## src/rtl/alu_pipe_pkg.sv

```systemverilog
// Shared definitions for the ALU pipeline: opcodes, result flags and small helpers.
// The legacy 2-bit op_code enum is retained unchanged for existing users.
package alu_pipe_pkg;

  typedef enum logic [1:0] {
    OPC_OR  = 2'b00,
    OPC_AND = 2'b01,
    OPC_ADD = 2'b10,
    OPC_SUB = 2'b11
  } op_code;

  // Low four codes are the legacy op_code values zero-extended.
  typedef enum logic [3:0] {
    OP_OR   = 4'b0000,
    OP_AND  = 4'b0001,
    OP_ADD  = 4'b0010,
    OP_SUB  = 4'b0011,
    OP_XOR  = 4'b0100,
    OP_NOR  = 4'b0101,
    OP_SLT  = 4'b0110,
    OP_SLTU = 4'b0111,
    OP_SLL  = 4'b1000,
    OP_SRL  = 4'b1001,
    OP_SRA  = 4'b1010
  } alu_op_t;

  typedef struct packed {
    logic zero;
    logic carry;
    logic ovf;
    logic illegal;
  } alu_flags_t;

  localparam alu_flags_t FLAGS_CLEAR = '0;

  // Signed overflow of an addition given the operand and result sign bits.
  function automatic logic add_ovf(input logic a_msb, input logic b_msb,
                                   input logic r_msb);
    return (a_msb == b_msb) && (r_msb != a_msb);
  endfunction

endpackage

```

## src/rtl/alu_pipe_core.sv

```systemverilog
// Stateless ALU datapath placed between the operand and result registers.
// Shift ops exist only when ALU_PIPE_SHIFT_EN is defined; otherwise they decode as illegal.
module alu_core
  import alu_pipe_pkg::*;
#(
  parameter int unsigned WIDTH = 32
) (
  input  alu_op_t            i_op,
  input  logic [WIDTH-1:0]   i_a,
  input  logic [WIDTH-1:0]   i_b,
  output logic [WIDTH-1:0]   o_result,
  output alu_flags_t         o_flags
);

  logic [WIDTH:0]   w_sum;
  logic [WIDTH:0]   w_diff;
  logic [WIDTH-1:0] w_result;
  alu_flags_t       w_flags;

  assign w_sum  = {1'b0, i_a} + {1'b0, i_b};
  // A + ~B + 1: bit WIDTH is set exactly when A >= B unsigned (no borrow).
  assign w_diff = {1'b0, i_a} + {1'b0, ~i_b} + (WIDTH+1)'(1);

`ifdef ALU_PIPE_SHIFT_EN
  localparam int unsigned SH_W = $clog2(WIDTH);
  logic [SH_W-1:0] w_shamt;
  assign w_shamt = i_b[SH_W-1:0];
`endif

  always_comb begin
    w_result = '0;
    w_flags  = FLAGS_CLEAR;
    case (i_op)
      OP_OR:   w_result = i_a | i_b;
      OP_AND:  w_result = i_a & i_b;
      OP_XOR:  w_result = i_a ^ i_b;
      OP_NOR:  w_result = ~(i_a | i_b);
      OP_ADD: begin
        w_result      = w_sum[WIDTH-1:0];
        w_flags.carry = w_sum[WIDTH];
        w_flags.ovf   = add_ovf(i_a[WIDTH-1], i_b[WIDTH-1], w_sum[WIDTH-1]);
      end
      OP_SUB: begin
        w_result      = w_diff[WIDTH-1:0];
        w_flags.carry = w_diff[WIDTH];
        w_flags.ovf   = add_ovf(i_a[WIDTH-1], ~i_b[WIDTH-1], w_diff[WIDTH-1]);
      end
      OP_SLT:  w_result = {{(WIDTH-1){1'b0}}, ($signed(i_a) < $signed(i_b))};
      OP_SLTU: w_result = {{(WIDTH-1){1'b0}}, (i_a < i_b)};
`ifdef ALU_PIPE_SHIFT_EN
      OP_SLL:  w_result = i_a << w_shamt;
      OP_SRL:  w_result = i_a >> w_shamt;
      OP_SRA:  w_result = $signed(i_a) >>> w_shamt;
`endif
      default: w_flags.illegal = 1'b1;
    endcase
    w_flags.zero = (w_result == '0);
  end

  assign o_result = w_result;
  assign o_flags  = w_flags;

endmodule

```

## src/rtl/alu_pipe.sv

```systemverilog
// Two-stage valid/ready ALU pipeline: S1 holds operands, S2 holds the result.
// Optional shifter ops are enabled by defining ALU_PIPE_SHIFT_EN.
module alu_pipe
  import alu_pipe_pkg::*;
#(
  parameter int unsigned WIDTH = 32,
  parameter int unsigned TAG_W = 4
) (
  input  logic              clk,
  input  logic              rst,
  input  logic              in_valid,
  output logic              in_ready,
  input  alu_op_t           in_op,
  input  logic [WIDTH-1:0]  in_a,
  input  logic [WIDTH-1:0]  in_b,
  input  logic [TAG_W-1:0]  in_tag,
  output logic              out_valid,
  input  logic              out_ready,
  output logic [WIDTH-1:0]  out_result,
  output logic              out_zero,
  output logic              out_carry,
  output logic              out_ovf,
  output logic              out_illegal,
  output logic [TAG_W-1:0]  out_tag
);

  logic             r_s1_valid;
  alu_op_t          r_s1_op;
  logic [WIDTH-1:0] r_s1_a;
  logic [WIDTH-1:0] r_s1_b;
  logic [TAG_W-1:0] r_s1_tag;

  logic             r_s2_valid;
  logic [WIDTH-1:0] r_s2_result;
  alu_flags_t       r_s2_flags;
  logic [TAG_W-1:0] r_s2_tag;

  logic             w_s2_accept;
  logic             w_s1_accept;
  logic [WIDTH-1:0] w_core_result;
  alu_flags_t       w_core_flags;

  // A stage may load when empty or when its current contents leave this cycle.
  assign w_s2_accept = !r_s2_valid || out_ready;
  assign w_s1_accept = !r_s1_valid || w_s2_accept;

  alu_core #(
    .WIDTH (WIDTH)
  ) u_core (
    .i_op     (r_s1_op),
    .i_a      (r_s1_a),
    .i_b      (r_s1_b),
    .o_result (w_core_result),
    .o_flags  (w_core_flags)
  );

  always_ff @(posedge clk) begin
    if (rst) begin
      r_s1_valid  <= 1'b0;
      r_s1_op     <= OP_OR;
      r_s1_a      <= '0;
      r_s1_b      <= '0;
      r_s1_tag    <= '0;
      r_s2_valid  <= 1'b0;
      r_s2_result <= '0;
      r_s2_flags  <= FLAGS_CLEAR;
      r_s2_tag    <= '0;
    end else begin
      if (w_s1_accept) begin
        r_s1_valid <= in_valid;
        if (in_valid) begin
          r_s1_op  <= in_op;
          r_s1_a   <= in_a;
          r_s1_b   <= in_b;
          r_s1_tag <= in_tag;
        end
      end
      if (w_s2_accept) begin
        r_s2_valid <= r_s1_valid;
        if (r_s1_valid) begin
          r_s2_result <= w_core_result;
          r_s2_flags  <= w_core_flags;
          r_s2_tag    <= r_s1_tag;
        end
      end
    end
  end

  // Outputs are forced to their cleared values for the whole time rst is high.
  assign in_ready    = !rst && w_s1_accept;
  assign out_valid   = !rst && r_s2_valid;
  assign out_result  = rst ? '0 : r_s2_result;
  assign out_zero    = !rst && r_s2_flags.zero;
  assign out_carry   = !rst && r_s2_flags.carry;
  assign out_ovf     = !rst && r_s2_flags.ovf;
  assign out_illegal = !rst && r_s2_flags.illegal;
  assign out_tag     = rst ? '0 : r_s2_tag;

endmodule
```

## config.mk

```make
export PLATFORM = sky130hd
export DESIGN_NAME = alu_pipe
export DESIGN_NICKNAME = d
export VERILOG_FILES = /design/src/rtl/alu_pipe_pkg.sv /design/src/rtl/alu_pipe_core.sv /design/src/rtl/alu_pipe.sv
export SDC_FILE = /design/constraint.sdc
export NUM_CORES = 1
export LEC_CHECK = 0
export ABC_AREA = 1
export BUFFER_PORTS_ARGS = -buffer_cell sky130_fd_sc_hd__buf_2
export CAP_MARGIN = 40
export CORE_MARGIN = 2
export CORE_UTILIZATION = 45
export CTS_CLUSTER_DIAMETER = 60
export DETAILED_ROUTE_END_ITERATION = 8
export PLACE_DENSITY = 0.69
export SLEW_MARGIN = 20
export SYNTH_ARGS = -nofsm -noshare
export SYNTH_HDL_FRONTEND = slang
export SYNTH_SLANG_ARGS = --single-unit
```

## constraint.sdc

```tcl
create_clock -name clk -period 2.85 [get_ports clk]
set_clock_uncertainty 0.2 [all_clocks]
set_input_delay 0 -clock clk [delete_from_list [all_inputs] [get_ports clk]]
set_output_delay 0 -clock clk [all_outputs]
set_load 0.02 [all_outputs]
```

==> results.sh <==
export IMPL_r2r_start="r_s1_b[0]"
export IMPL_netlist_area_mm2=0.01090
export IMPL_timing_critical_path_from="r_s1_b[0]"
export IMPL_hold_end="r_s1_a[25]"
export IMPL_cts_tree="yes"
export IMPL_synthToLayoutAreaGrowth_pct=41.57
export IMPL_clock_sinks=114
export IMPL_power_frac_seq=0.248
export IMPL_clkPwrFrac=0.338
export IMPL_numCtsBuffers=17
export IMPL_numPlacedInstances=2425
export IMPL_first_global_vias=12400
export IMPL_worst_pin_slew_ns=0.6698
export IMPL_hold_viol=0
export IMPL_firstDrtPassIters=6
export IMPL_rsz0062_at_grt="yes"
export IMPL_yosysUniqueCellTypes=41
export IMPL_cp_max_fo=3
export IMPL_power_switching_mw=2.745
export IMPL_grt_usage=0.3212
export IMPL_synth_seq_cells=114
export IMPL_reg2reg_to="r_s2_flags[3]"
export IMPL_ant_nets=0
export IMPL_num_rows=56
export IMPL_die_area_mm2=0.02547
export IMPL_async_flop_share=0
export IMPL_slowest_delay_ns=0.39
export IMPL_r2r_cells=18
export IMPL_routed_wl_mm=42.28
export IMPL_cp_arrival_ns=2.95
export IMPL_worstSetupPathType="reg2reg"
export IMPL_period_minus_slack_ns=2.785
export IMPL_cap_violations=0
export IMPL_path_common_cell="nand3_2"
export IMPL_grt_ovfl_total=0
export IMPL_synth_top_cell_area_share=0.2095
export IMPL_synthCells=1843
export IMPL_endpoint_kind="flop"
export IMPL_power_internal_mw=4.406
export IMPL_status="finished, final reports clean"
export IMPL_die_h_um=159.6
export IMPL_period_share=0.9773
export IMPL_antenna_found_initial=0
export IMPL_syn_mean_instance_area_um2=5.912
export IMPL_final_cell_mix="nand2_1 (420), inv_1 (303), buf_4 (222)"
export IMPL_chipWidth_um=159.6
export IMPL_max_freq_mhz=359.0
export IMPL_synthTopCellsByArea="dfxtp_1 (21%), nand2_1 (15%), ha_1 (11%)"
export IMPL_ys_warn_count=0
export IMPL_syn_nets=2019
export IMPL_synth_largest_area_cell="dfxtp_1"
export IMPL_layout_commonest_cell="nand2_1"
export IMPL_drc=0
export IMPL_vias_per_cell=5.236
export IMPL_switching_share=0.3839
export IMPL_place_area_mm2=0.01322
export IMPL_clk_path_buf_depth=2
export IMPL_drtIter0Drc=1187
export IMPL_start_util=0.4614
export IMPL_irDropWorstVdd_v=0.0003036
export IMPL_start_kind="flop"
export IMPL_p_leak_nw=7.901
export IMPL_place_congestion=0.9761
export IMPL_htree_levels=4
export IMPL_clock_root_buffer="clkbuf_16"
export IMPL_required_ns=3.01
export IMPL_hpwl_mm=32.13
export IMPL_n_antenna_cell=0
export IMPL_cts_clk_slew_worst_paths_ns=0.07
export IMPL_slowest_stage="dfxtp_2"
export IMPL_comb_power_share=0.414
export IMPL_portBuffers=117
export IMPL_wire_per_inst_um=16.52
export IMPL_reg2reg_setup_slack_ns=0.06
export IMPL_slew_viol_final=0
export IMPL_synth_edf_count=0
export IMPL_min_from="in_a[25]"
export IMPL_setup_violations=0
export IMPL_boundaryPins=118
export IMPL_drive_above_1_share=0.2438
export IMPL_max_slew_margin=0.5534
export IMPL_grt_pass1_wl_mm=65.26
export IMPL_grt_max_degree=79
export IMPL_hold_depth=4
export IMPL_coreArea_mm2=0.02361
export IMPL_hold_path_class="in2reg"
export IMPL_vias=13400
export IMPL_p_per_area_mw_per_mm2=463.6
export IMPL_cp_cell_sequence="ha_4 -> inv_1 -> fa_2 -> inv_2 -> nand2_1 -> nand3_2 -> nand3_2 -> nand2_2 -> nand2_1 -> nand3_1 -> nand3_2 -> nor2_1 -> nand3_1 -> nor2_2 -> nand3_2 -> nor2_1 -> nand3_1 -> nand2_1"
export IMPL_stdcell_count=2559
export IMPL_synth_flop_cell="dfxtp_1"
export IMPL_stdcell_area_mm2=0.01542
export IMPL_worstSkewPairLatency_ns=0.43
export IMPL_final_nets=2403
export IMPL_ys_seq_area_frac=0.2095
-- registers in the layout, indices dropped and copies added, names as in the netlist --
signal	flops
r_s1_valid	1
r_s2_flags	4
r_s2_result	32
r_s1_b	32
r_s1_a	32
r_s2_valid	1
r_s1_tag	4
r_s2_tag	4
r_s1_op	4
-- worst max-delay path, delay by kind of cell (launching register included) --
kind / cells / cell delay [ns]
fa+ha+maj: 2 / 0.53
simple gates: 14 / 1.45
flops: 1 / 0.39
buf+inv: 2 / 0.14
-- kinds of logic (layout without fill, tap and decap cells) --
| group | after synthesis | after routing | share of synthesized area |
|---|---|---|---|
| and+or+nand+nor | 879 | 879 | 0.3422 |
| buffers and inverters | 398 | 795 | 0.1480 |
| AOI/OAI and AO/OA | 350 | 350 | 0.1825 |
| DFF | 114 | 114 | 0.2095 |
| adders and majority gates | 100 | 100 | 0.1162 |
| xor gates and xnor gates | 2 | 2 | 0.001608 |
-- metal layers --
| metal | share of wire | vias up | GRT usage |
|---|---|---|---|
| met5 | 0 | - | 0 |
| met4 | 0.021 | 0 | 0.08802 |
| met3 | 0.081 | 65 | 0.04558 |
| met2 | 0.44 | 580 | 0.5205 |
| met1 | 0.46 | 6090 | 0.4455 |
| li1 | - | 6663 | - |
-- power groups by stage --
stage	sequential, mW	combinational, mW	clock, mW
2_1_floorplan	1.80	1.50	0
3_3_place_gp	1.80	2.53	0
3_5_place_dp	1.81	2.56	0
4_1_cts	1.77	2.69	2.43
5_1_grt	1.79	3.21	2.50
6_report	1.78	2.96	2.42
-- cell usage after synthesis, types with 2 or more instances --
cell type / number
nor2_2: 15
nor2_4: 3
nand2_1: 437
xor2_1: 2
inv_2: 8
ha_1: 98
dfxtp_1: 114
nor2_1: 203
a221oi_1: 18
nand4_1: 17
buf_1: 4
nor3_2: 2
o31ai_1: 2
nand2_2: 8
and2_1: 4
o21ai_0: 111
fa_1: 2
nor3_1: 12
buf_2: 18
nand2_4: 5
nand3_1: 168
inv_1: 311
o21a_1: 2
o211ai_1: 14
a211oi_2: 2
nand3b_1: 4
a21oi_1: 146
a21oi_2: 5
buf_6: 8
a211oi_1: 9
buf_4: 9
clkbuf_1: 38
o21ai_1: 6
o22ai_1: 19
o21bai_1: 13
-- layout make-up --
type | count | area (um2)
well taps | 319 | 399.1
inverters | 321 | 1212
clock buffers | 18 | 429.2
flip-flops and latches | 114 | 2290
multi-input cells | 1331 | 7553
fillers | 2195 | 8188
clock inverters | 14 | 205.2
repair buffers | 442 | 3336
-- what timing repair did --
action	4_1_cts	5_1_grt
setup buffers	0	6
hold buffers	96	0
pin swaps	0	28
hold endpoints to repair	76	0
setup endpoints to repair	3	19
gates resized for setup	13	133
-- worst max path at each step --
stage,endpoint,depth (start not counted),slack [ns]
after CTS,r_s2_flags[3],16,0.008
after global routing,r_s2_flags[3],20,-0.1
after detailed placement,r_s2_flags[3],16,-0.10
final,r_s2_flags[3],18,0.06
after global placement,r_s2_flags[3],18,-0.11
after floorplan,r_s2_flags[3],19,0.51
-- per-stage QoR --
step / utilization / setup TNS, ns / hold slack [ns] / power (mW) / setup WS (ns)
3_5_place_dp: 0.5598 / -0.1243 / 0.07202 / 4.367 / -0.1024
6_report: 0.6532 / 0 / 0.1867 / 7.151 / 0.06471
5_1_grt: 0.6532 / -0.1628 / 0.2119 / 7.500 / -0.09759
3_3_place_gp: 0.5598 / -0.1150 / 0.06416 / 4.335 / -0.1150
4_1_cts: 0.6294 / 0 / 0.1735 / 6.895 / 0.008414
2_1_floorplan: - / 0 / -0.03332 / 3.304 / 0.5052
No activity file was read; power rests on OpenSTA's default activity.
